## src/rtl/fetch_pkg.sv

```systemverilog
// Fetch-side shared types: FSM states, exception codes (also used by the FIFO and decode)
// and the fetch-block geometry.
package fetch_pkg;

    typedef enum logic [1:0] {S_REQ, S_WAIT, S_DROP, S_HALT} fetch_state_t;

    localparam logic [2:0]  EXP_NONE    = 3'd0;
    localparam logic [2:0]  EXP_ADEL    = 3'd1;
    localparam int unsigned FETCH_BYTES = 8;

    function automatic logic [31:0] fetch_align(input logic [31:0] pc);
        return {pc[31:3], 3'b000};
    endfunction

endpackage

```

## src/rtl/instruction_fetch_unit_if.sv

```systemverilog
// Fetch unit bus bundle: redirect/back-pressure inputs, I-cache port and FIFO write port.
// master = fetch unit, slave = I-cache + FIFO + redirect source.
interface instruction_fetch_unit_if;

    logic        redirect_valid;
    logic [31:0] redirect_pc;
    logic        fifo_full;

    logic        inst_req_valid;
    logic [31:0] inst_req_addr;
    logic        inst_req_ready;
    logic        inst_resp_valid;
    logic [63:0] inst_resp_data;

    logic        write_en1;
    logic        write_en2;
    logic [31:0] write_data1;
    logic [31:0] write_address1;
    logic [31:0] write_data2;
    logic [31:0] write_address2;
    logic [2:0]  write_inst_exp1;

    modport master (
        input  redirect_valid, redirect_pc, fifo_full,
        input  inst_req_ready, inst_resp_valid, inst_resp_data,
        output inst_req_valid, inst_req_addr,
        output write_en1, write_en2, write_data1, write_address1,
        output write_data2, write_address2, write_inst_exp1
    );

    modport slave (
        output redirect_valid, redirect_pc, fifo_full,
        output inst_req_ready, inst_resp_valid, inst_resp_data,
        input  inst_req_valid, inst_req_addr,
        input  write_en1, write_en2, write_data1, write_address1,
        input  write_data2, write_address2, write_inst_exp1
    );

endinterface

```

## src/rtl/fetch_pc_gen.sv

```systemverilog
// Fetch PC register: redirect wins, otherwise advance past the slots just pushed.
// A request starting at word 1 of a block only delivers one instruction, hence the +4 step.
module fetch_pc_gen
    import fetch_pkg::*;
#(
    parameter logic [31:0] RESET_PC = 32'hBFC0_0000
) (
    input  logic        clk,
    input  logic        rst_n,
    input  logic        redirect_valid_i,
    input  logic [31:0] redirect_pc_i,
    input  logic        resp_load_i,
    input  logic [31:0] req_pc_i,
    output logic [31:0] pc_o,
    output logic        pc_misaligned_o
);

    logic [31:0] pc_q, pc_d, step;

    always_comb begin
        step = req_pc_i[2] ? 32'd4 : 32'(FETCH_BYTES);
        pc_d = pc_q;
        if (redirect_valid_i)
            pc_d = redirect_pc_i;
        else if (resp_load_i)
            pc_d = req_pc_i + step;
    end

    always_ff @(posedge clk or negedge rst_n) begin
        if (!rst_n)
            pc_q <= RESET_PC;
        else
            pc_q <= pc_d;
    end

    assign pc_o            = pc_q;
    assign pc_misaligned_o = (pc_q[1:0] != 2'b00);

endmodule

```

## src/rtl/instruction_fetch_unit.sv

```systemverilog
// Instruction fetch unit: issues 8-byte aligned I-cache fetches and pushes 1-2 entries per
// response into the instruction FIFO. Optional perf counters under `FETCH_PERF_EN.
module instruction_fetch_unit
    import fetch_pkg::*;
#(
    parameter logic [31:0] RESET_PC = 32'hBFC0_0000
) (
    input  logic                      clk,
    input  logic                      rst_n,
    instruction_fetch_unit_if.master  bus
`ifdef FETCH_PERF_EN
    ,
    output logic [63:0]               perf_fetched,
    output logic [63:0]               perf_stall
`endif
);

    fetch_state_t state_q;
    logic         req_vld_q, drop_pend_q, sup_q;
    logic [31:0]  req_pc_q;
    logic         we1_q, we2_q;
    logic [31:0]  d1_q, a1_q, d2_q, a2_q;
    logic [2:0]   exp_q;

    logic [31:0]  pc;
    logic         pc_mis, hs, resp_load, start_req, take_exc;

    assign hs        = req_vld_q && bus.inst_req_ready;
    assign resp_load = (state_q == S_WAIT) && bus.inst_resp_valid && !bus.redirect_valid;
    assign start_req = (state_q == S_REQ) && !req_vld_q && !bus.redirect_valid &&
                       !bus.fifo_full && !pc_mis;
    // The cycle after a redirect must not push, so the address error waits one cycle.
    assign take_exc  = (state_q == S_REQ) && !req_vld_q && !bus.redirect_valid &&
                       !sup_q && pc_mis;

    fetch_pc_gen #(.RESET_PC(RESET_PC)) u_pc_gen (
        .clk             (clk),
        .rst_n           (rst_n),
        .redirect_valid_i(bus.redirect_valid),
        .redirect_pc_i   (bus.redirect_pc),
        .resp_load_i     (resp_load),
        .req_pc_i        (req_pc_q),
        .pc_o            (pc),
        .pc_misaligned_o (pc_mis)
    );

    always_ff @(posedge clk or negedge rst_n) begin
        if (!rst_n) begin
            state_q     <= S_REQ;
            req_vld_q   <= 1'b0;
            drop_pend_q <= 1'b0;
            sup_q       <= 1'b0;
            req_pc_q    <= '0;
            we1_q       <= 1'b0;
            we2_q       <= 1'b0;
            d1_q        <= '0;
            a1_q        <= '0;
            d2_q        <= '0;
            a2_q        <= '0;
            exp_q       <= EXP_NONE;
        end else begin
            we1_q <= 1'b0;
            we2_q <= 1'b0;
            sup_q <= bus.redirect_valid;
            case (state_q)
                S_REQ: begin
                    if (req_vld_q) begin
                        // A launched request must complete; remember to drop its data.
                        if (bus.redirect_valid)
                            drop_pend_q <= 1'b1;
                        if (hs) begin
                            req_vld_q   <= 1'b0;
                            drop_pend_q <= 1'b0;
                            state_q     <= (drop_pend_q || bus.redirect_valid) ? S_DROP : S_WAIT;
                        end
                    end else if (start_req) begin
                        req_vld_q <= 1'b1;
                        req_pc_q  <= pc;
                    end else if (take_exc) begin
                        we1_q   <= 1'b1;
                        d1_q    <= '0;
                        a1_q    <= pc;
                        exp_q   <= EXP_ADEL;
                        state_q <= S_HALT;
                    end
                end
                S_WAIT: begin
                    if (bus.redirect_valid) begin
                        state_q <= bus.inst_resp_valid ? S_REQ : S_DROP;
                    end else if (bus.inst_resp_valid) begin
                        state_q <= S_REQ;
                        we1_q   <= 1'b1;
                        we2_q   <= !req_pc_q[2];
                        d1_q    <= req_pc_q[2] ? bus.inst_resp_data[63:32] : bus.inst_resp_data[31:0];
                        a1_q    <= req_pc_q;
                        d2_q    <= bus.inst_resp_data[63:32];
                        a2_q    <= req_pc_q + 32'd4;
                        exp_q   <= EXP_NONE;
                    end
                end
                S_DROP: begin
                    if (bus.inst_resp_valid)
                        state_q <= S_REQ;
                end
                S_HALT: begin
                    if (bus.redirect_valid)
                        state_q <= S_REQ;
                end
                default: state_q <= S_REQ;
            endcase
        end
    end

    assign bus.inst_req_valid  = req_vld_q;
    assign bus.inst_req_addr   = fetch_align(req_pc_q);
    assign bus.write_en1       = we1_q;
    assign bus.write_en2       = we2_q;
    assign bus.write_data1     = d1_q;
    assign bus.write_address1  = a1_q;
    assign bus.write_data2     = d2_q;
    assign bus.write_address2  = a2_q;
    assign bus.write_inst_exp1 = exp_q;

`ifdef FETCH_PERF_EN
    logic [63:0] fetched_q, stall_q;

    always_ff @(posedge clk or negedge rst_n) begin
        if (!rst_n) begin
            fetched_q <= '0;
            stall_q   <= '0;
        end else begin
            fetched_q <= fetched_q + 64'(we1_q && (exp_q == EXP_NONE)) + 64'(we2_q);
            if ((state_q == S_REQ) && bus.fifo_full && !req_vld_q)
                stall_q <= stall_q + 64'd1;
        end
    end

    assign perf_fetched = fetched_q;
    assign perf_stall   = stall_q;
`endif

endmodule

```

## src/flat_wrapper.sv

```systemverilog
// flat-port wrapper written by rule: the top's interface ports become plain ports
module instruction_fetch_unit_flat import fetch_pkg::*;
#(
    parameter logic [31:0] RESET_PC = 32'hBFC0_0000
)
  (clk, rst_n, bus_redirect_valid, bus_redirect_pc, bus_fifo_full, bus_inst_req_ready, bus_inst_resp_valid, bus_inst_resp_data, bus_inst_req_valid, bus_inst_req_addr, bus_write_en1, bus_write_en2, bus_write_data1, bus_write_address1, bus_write_data2, bus_write_address2, bus_write_inst_exp1);
  instruction_fetch_unit_if bus_i ();
  input  logic clk;
  input  logic rst_n;
  input wire logic [$bits(bus_i.redirect_valid)-1:0] bus_redirect_valid;
  input wire logic [$bits(bus_i.redirect_pc)-1:0] bus_redirect_pc;
  input wire logic [$bits(bus_i.fifo_full)-1:0] bus_fifo_full;
  input wire logic [$bits(bus_i.inst_req_ready)-1:0] bus_inst_req_ready;
  input wire logic [$bits(bus_i.inst_resp_valid)-1:0] bus_inst_resp_valid;
  input wire logic [$bits(bus_i.inst_resp_data)-1:0] bus_inst_resp_data;
  output wire logic [$bits(bus_i.inst_req_valid)-1:0] bus_inst_req_valid;
  output wire logic [$bits(bus_i.inst_req_addr)-1:0] bus_inst_req_addr;
  output wire logic [$bits(bus_i.write_en1)-1:0] bus_write_en1;
  output wire logic [$bits(bus_i.write_en2)-1:0] bus_write_en2;
  output wire logic [$bits(bus_i.write_data1)-1:0] bus_write_data1;
  output wire logic [$bits(bus_i.write_address1)-1:0] bus_write_address1;
  output wire logic [$bits(bus_i.write_data2)-1:0] bus_write_data2;
  output wire logic [$bits(bus_i.write_address2)-1:0] bus_write_address2;
  output wire logic [$bits(bus_i.write_inst_exp1)-1:0] bus_write_inst_exp1;
  assign bus_i.redirect_valid = bus_redirect_valid;
  assign bus_i.redirect_pc = bus_redirect_pc;
  assign bus_i.fifo_full = bus_fifo_full;
  assign bus_i.inst_req_ready = bus_inst_req_ready;
  assign bus_i.inst_resp_valid = bus_inst_resp_valid;
  assign bus_i.inst_resp_data = bus_inst_resp_data;
  assign bus_inst_req_valid = bus_i.inst_req_valid;
  assign bus_inst_req_addr = bus_i.inst_req_addr;
  assign bus_write_en1 = bus_i.write_en1;
  assign bus_write_en2 = bus_i.write_en2;
  assign bus_write_data1 = bus_i.write_data1;
  assign bus_write_address1 = bus_i.write_address1;
  assign bus_write_data2 = bus_i.write_data2;
  assign bus_write_address2 = bus_i.write_address2;
  assign bus_write_inst_exp1 = bus_i.write_inst_exp1;
  instruction_fetch_unit #(.RESET_PC(RESET_PC)) u_core (.clk(clk), .rst_n(rst_n), .bus(bus_i));
endmodule
```

## config.mk

```make
export PLATFORM = sky130hd
export DESIGN_NAME = instruction_fetch_unit_flat
export DESIGN_NICKNAME = d
export VERILOG_FILES = /design/src/rtl/fetch_pkg.sv /design/src/rtl/instruction_fetch_unit_if.sv /design/src/rtl/fetch_pc_gen.sv /design/src/rtl/instruction_fetch_unit.sv /design/src/flat_wrapper.sv
export SDC_FILE = /design/constraint.sdc
export NUM_CORES = 1
export LEC_CHECK = 0
export ABC_AREA = 1
export BUFFER_PORTS_ARGS = -buffer_cell sky130_fd_sc_hd__buf_2
export CAP_MARGIN = 20
export CELL_PAD_IN_SITES_DETAIL_PLACEMENT = 0
export CELL_PAD_IN_SITES_GLOBAL_PLACEMENT = 1
export CORE_MARGIN = 5
export CORE_UTILIZATION = 26
export DETAILED_ROUTE_END_ITERATION = 8
export GPL_TIMING_DRIVEN = 0
export PLACE_DENSITY_LB_ADDON = 0.1
export SKIP_CTS_REPAIR_TIMING = 1
export SLEW_MARGIN = 20
export SYNTH_ARGS = -nofsm -noshare
export SYNTH_HDL_FRONTEND = slang
export SYNTH_SLANG_ARGS = --single-unit
```

## constraint.sdc

```tcl
create_clock -name clk -period 2.2 [get_ports clk]
set_input_delay 0.11 -clock clk [delete_from_list [all_inputs] [get_ports clk]]
set_output_delay 0.11 -clock clk [all_outputs]
set_load 0.01 [all_outputs]
```

==> impl_metrics.tcl, run 1 <==
set metrics [dict create \
    relSlewSlack 0.377 \
    cts_made_buffers 17 \
    grt_max_degree 81 \
    critPathKind "reg2reg" \
    cellPowerDensity_mw_per_mm2 1340 \
    cts-htree-levels 4 \
    clk_pin_slew_worst_paths_ps 80 \
    synthXorXnorAreaFrac 0.0161 \
    end_kind "register" \
    post-place-ws_ps -899 \
    clock_latency_ps 460 \
    finalHoldViolCount 11 \
    cts_root_buf "clkbuf_16" \
    holdWs_ps -54.9 \
    yosysUniqueCellTypes 34 \
    core-area_mm2 0.0374 \
    fillers 4051 \
    critPathMaxStageDelay_ps 590 \
    path_buf_inv 0 \
    hp-class "in2reg" \
    rows 71 \
    synthAdderAreaFrac 0.00383 \
    crit_family "simple AND/OR/NAND/NOR gates" \
    worstPathArrival_ps 2460 \
    hpwl_um 31300 \
    r2r_slack_ps 70 \
    ant_nets 0 \
    cp_max_fo 6 \
    die_area_mm2 0.0416 \
    final_layout_size_suffix_gt1_frac 0.249 \
    drt-initial-drc-count 426 \
    dr.pass1.iters 5 \
    port_buffers 262 \
    gr-total-overflow 0 \
    synthSimpleGateAreaFrac 0.250 \
    grt_pass1_wl_um 61300 \
    route.detailed.drc 0 \
    avgRoutedWirePerCell_um 19.5 \
    globalRouteTotalUtil 0.197 \
    synth-compound-area-share 0.120 \
    avgSynthCellArea_um2 7.82 \
    cts_tree "built" \
    p_leak_uw 0.00657 \
    synthMuxAreaShare 0.00230 \
    status "finished with violations" \
    cts.path.max_buffers 2 \
    rr_startpoint "u_core.req_pc_q[5]" \
    synth-seq-area-share 0.512 \
    n_antenna_cell 0 \
    tightest_slew_ps 935 \
    worst_r2r_path_depth 7 \
    die_width_um 204 \
    max_cap_violations 0 \
    fin_crit_ps 2130 \
    path_cells "nand2_2, nor2_1, nand2_1, nor2_2, nand3_1, nand3_1, nand2_1" \
    antenna_found_initial 1 \
    drt-total-wl_um 41600 \
    syn_inst 1252 \
    synth_top_family_by_area "simple AND/OR/NAND/NOR gates" \
    violations "hold timing" \
    design_area_mm2 0.0132 \
    nets 1718 \
    cp.required_ps 2530 \
    grt_pass1_vias 9480 \
    fmax_mhz 470 \
    ir_drop_mv 0.669 \
    gp_congestion 0.845 \
    min_path_cells 3 \
    vias 9449 \
    synth-seq-cells 200 \
    fin_crit_sh 0.968 \
    critPathSlowestCell "dfrtp_1" \
    fin_ws_ps 70.9 \
    setup_viol_count_final 0 \
    finClkSkew_ps 17.2 \
    synth_area_mm2 0.00979 \
    final-max-slew-violation-count 0 \
    hold-path-endpoint "u_core.bus.write_data1[31]" \
    die_height_um 204 \
    r2r-end "u_core.bus.write_address2[28]" \
    yosys_warnings 0 \
    syn_to_final_growth_pct 35.2 \
    post_dp_cell_area_mm2 0.0118 \
    cp-start-kind "register" \
    routed_via_density 4.42 \
    io_pins 268 \
    clkSinkCount 200 \
    crit_start "u_core.req_pc_q[5]" \
    worstHoldStart "bus_inst_resp_data[31]" \
    initial_core_util 0.262 \
]
[worst min-delay path: stages]
cell	delay, ps
buf_2	70
o21ai_0	50
o21ai_0	130
[Yosys cell counts (all sizes together)]
library cell | n | share of area
clkbuf | 27 | 0.010
a31oi | 35 | 0.022
a21oi | 10 | 0.0055
o21bai | 1 | 0.00077
o21ai | 159 | 0.081
a211oi | 1 | 0.00077
nor2 | 116 | 0.048
dfrtp | 191 | 0.49
ha | 3 | 0.0038
mux2 | 2 | 0.0023
o211ai | 2 | 0.0015
conb | 1 | 0.00038
nand4 | 1 | 0.00064
a22o | 7 | 0.0063
o221ai | 2 | 0.0018
nand2 | 432 | 0.17
buf | 68 | 0.046
dfstp | 9 | 0.024
xnor2 | 4 | 0.0036
nor3 | 1 | 0.00051
xor2 | 14 | 0.013
nand3 | 67 | 0.035
inv | 99 | 0.038
[layout by cell type (no fill, tap or decap), types with 3 or more instances in the layout]
cell type      instances
a22o_1                 7
clkbuf_1              25
xnor2_1                4
buf_4                 39
nor2_2                 8
dlygate4sd3_1         74
xor2_1                14
dfstp_2                9
nand2_2                5
nor2_4                 5
inv_1                 97
conb_1                 5
nor2_1               102
clkbuf_16             17
a31oi_1               35
buf_6                  3
clkinv_4               3
o21ai_0              159
a21oi_1                8
nand3_1               65
nand2_1              426
clkinv_2               3
dfrtp_1              190
buf_2                286
clkbuf_2               3
[cell type report]
type	instances	area, um^2	share of cell area
sequential	200	5020	0.379
inverter	99	372	0.0281
buffer	95	572	0.0432
clock inverter	11	125	0.00945
tap	511	639	0.0483
multi-input combinational	862	3950	0.298
clock buffer	20	447	0.0337
timing repair buffer	338	2120	0.160
[through the flow]
stage                     std cells  utilization  total power (uW)  TNS (ps)  hold slack, ps
final                          2136        0.354             17700         0           -54.9
after global routing           2136        0.354             19200     -8.90           0.107
after CTS                      2062        0.331             17700    -13490            -342
after detailed placement       2031        0.316             14400    -12880             156
after global placement         2029        0.314             14300   -576780             298
after floorplan                1256            -             10800         0            -186
[per-layer routing]
metal / global-route usage / wire length [um]
met2: 0.332 / 20000
met4: 0.0428 / 543
met5: 0 / 0
met3: 0.0379 / 1820
met1: 0.264 / 19300
[flip-flops by register name, summed over array words and instances (netlist names)]
| signal | flops |
|---|---|
| u_core.state_q | 2 |
| u_core.bus.write_en1 | 1 |
| u_core.bus.inst_req_valid | 1 |
| u_core.drop_pend_q | 1 |
| u_core.bus.write_en2 | 1 |
| u_core.u_pc_gen.pc_o | 32 |
| u_core.bus.write_data2 | 32 |
| u_core.bus.write_address2 | 32 |
| u_core.sup_q | 1 |
| u_core.bus.write_data1 | 32 |
| u_core.bus.write_address1 | 32 |
| u_core.bus.write_inst_exp1 | 1 |
| u_core.req_pc_q | 32 |
[worst max-delay path by stage]
stage | end | slack, ps | cells past startpoint
after global placement | u_core.bus.write_address2[28] | -2910 | 1
after detailed placement | u_core.u_pc_gen.pc_o[15] | -900 | 11
after floorplan | u_core.u_pc_gen.pc_o[15] | 200 | 11
after global routing | u_core.u_pc_gen.pc_o[23] | -9 | 13
final | u_core.bus.write_address2[28] | 70 | 7
after CTS | u_core.u_pc_gen.pc_o[15] | -910 | 11
[power breakdown]
group | switching [uW] | internal, uW | leakage, uW
clock | 1520 | 1700 | 0.000276
sequential | 1430 | 5370 | 0.00243
combinational | 4640 | 3030 | 0.00387
[logic make-up after synthesis]
logic type / after synthesis
buffers and inverters: 194
adder cells (fa/ha/maj): 3
flip-flops: 200
other: 1
AND/OR/NAND/NOR: 617
XOR/XNOR: 18
AO/OA/AOI/OAI: 217
multiplexers: 2
Note: power is estimated with default switching activity, not from simulation.
==> run 2: changes to the inputs <==
- GPL_TIMING_DRIVEN: 0 -> not set
==> run 2 against run 1 <==
The flow still finishes with violations (hold timing). Cell count is 2.9% lower. First-iteration DRC count grew 14%. Die area stayed put. Cell area down 2.7%. Non-clock buffer count is 64 lower. Clock skew shrank 7.9 ps. Flip-flop and latch count unchanged. Clock power increased by 2%. Sequential power down 0.7%. Clock-buffer cell count up 5. Via count fell by 4.3%. Global-route usage shrank 1.9 points. Critical path type unchanged.
==> impl_metrics.tcl, run 2 (same netlist as run 1, synthesis figures left out) <==
set metrics [dict create \
    status "finished with violations" \
    violations "hold timing" \
    rr_startpoint "u_core.req_pc_q[3]" \
    grt_pass1_wl_um 56500 \
    ir_drop_mv 0.688 \
    clock_latency_ps 440 \
    hpwl_um 27700 \
    final_layout_size_suffix_gt1_frac 0.230 \
    p_sw_uw 7220 \
    tightest_slew_ps 650 \
    post-place-ws_ps 147 \
    clkSinkCount 200 \
    grt_pass1_vias 8977 \
    finalHoldViolCount 15 \
    drt-initial-drc-count 486 \
    min_path_cells 3 \
    final_cell_mix "429 x nand2_1, 261 x buf_2, 190 x dfrtp_1" \
    initial_core_util 0.262 \
    die_area_mm2 0.0416 \
    clkPwrFrac 0.192 \
    cp-start-kind "register" \
    fin_crit_ps 1990 \
    vias 9045 \
    cts.path.max_buffers 2 \
    clk_pin_slew_worst_paths_ps 70 \
    globalRouteTotalUtil 0.178 \
    cts_made_buffers 17 \
    seqPwrFrac 0.394 \
    grt_max_degree 68 \
    finClkSkew_ps 9.30 \
    gr-usage-met1 0.235 \
    max_cap_violations 0 \
    use_met2 0.300 \
    worst_r2r_path_depth 7 \
    die_height_um 204 \
    final_common_cell "nand2_1" \
    holdWs_ps -33.6 \
    cellPowerDensity_mw_per_mm2 1330 \
    route.detailed.drc 0 \
    pwr-share-comb 0.414 \
    fin_util 0.345 \
    die_width_um 204 \
    gr-usage-met3 0.0430 \
    avgRoutedWirePerCell_um 18.1 \
    p_int_uw 9910 \
    crit_start "u_core.req_pc_q[3]" \
    worstHoldStart "bus_inst_resp_data[31]" \
    io_pins 268 \
    gp_congestion 0.841 \
    routed_via_density 4.36 \
    tns_ps 0 \
    rows 71 \
    drt-total-wl_um 37500 \
    fmax_mhz 502 \
    cp.required_ps 2500 \
    fin_ws_ps 210 \
    cts_root_buf "clkbuf_16" \
    nets 1654 \
    fin_crit_sh 0.905 \
    post_dp_cell_area_mm2 0.0116 \
    cts_tree "built" \
    design_area_mm2 0.0129 \
    cp_max_fo 7 \
    worstPathArrival_ps 2290 \
    syn_to_final_growth_pct 31.6 \
    end_kind "register" \
    netSwitchingFraction 0.422 \
    critPathKind "reg2reg" \
    core-area_mm2 0.0374 \
    setup_viol_count_final 0 \
    cts-htree-levels 4 \
    p_leak_uw 0.00637 \
    port_buffers 262 \
    dr.pass1.iters 5 \
    relSlewSlack 0.567 \
    hp-class "in2reg" \
    fillers 4066 \
    gr-total-overflow 0 \
    rsz0062_at_grt "no" \
    grt_busiest_layer "met2" \
    antenna_found_initial 0 \
    ant_nets 0 \
    final-max-slew-violation-count 0 \
]
[run 2: power groups by stage]
stage / logic, uW / registers (uW) / clock network (uW)
4_1_cts: 7180 / 6800 / 3450
5_1_grt: 8040 / 7030 / 3570
3_5_place_dp: 7160 / 6850 / 0
6_report: 7090 / 6750 / 3290
2_1_floorplan: 3780 / 7030 / 0
3_3_place_gp: 7170 / 6840 / 0
[run 2: layout make-up]
cell class / count / area, um^2 / share of cell area
multi-input combinational: 862 / 3900 / 0.302
tap: 511 / 639 / 0.0496
clock inverter: 6 / 88.8 / 0.00689
sequential: 200 / 5020 / 0.389
inverter: 99 / 372 / 0.0288
clock buffer: 25 / 505 / 0.0392
antenna: 1 / 2.50 / 0.000194
timing repair buffer: 369 / 2360 / 0.183
[run 2: worst max-delay path, cell delays in order (launching register included)]
cell	delay (ps)
dfrtp_1	470
ha_1	400
inv_1	90
nor2_2	130
nand2_1	130
nor2_1	340
xor2_1	190
o21ai_0	100
[run 2: routing by layer]
layer  up-vias  part of all wire
met4         0             0.010
met3        17             0.049
met5         -                 0
met1      4294              0.46
li1       4525                 -
met2       209              0.48
[run 2: through the flow]
| stage | power, uW | cells |
|---|---|---|
| 2_1_floorplan | 10800 | 1256 |
| 3_3_place_gp | 14000 | 1975 |
| 3_5_place_dp | 14000 | 1975 |
| 4_1_cts | 17400 | 2006 |
| 5_1_grt | 18600 | 2072 |
| 6_report | 17100 | 2073 |
[run 2: final timing paths]
check	endpoint	slack, ps
max	u_core.bus.write_address2[14]	210
min reg2reg	u_core.u_pc_gen.pc_o[26]	480
max reg2reg	u_core.bus.write_address2[14]	210
min in group asynchronous	u_core.bus.write_data2[5]	220
max in group asynchronous	u_core.u_pc_gen.pc_o[24]	1230
min	u_core.bus.write_data1[31]	-30
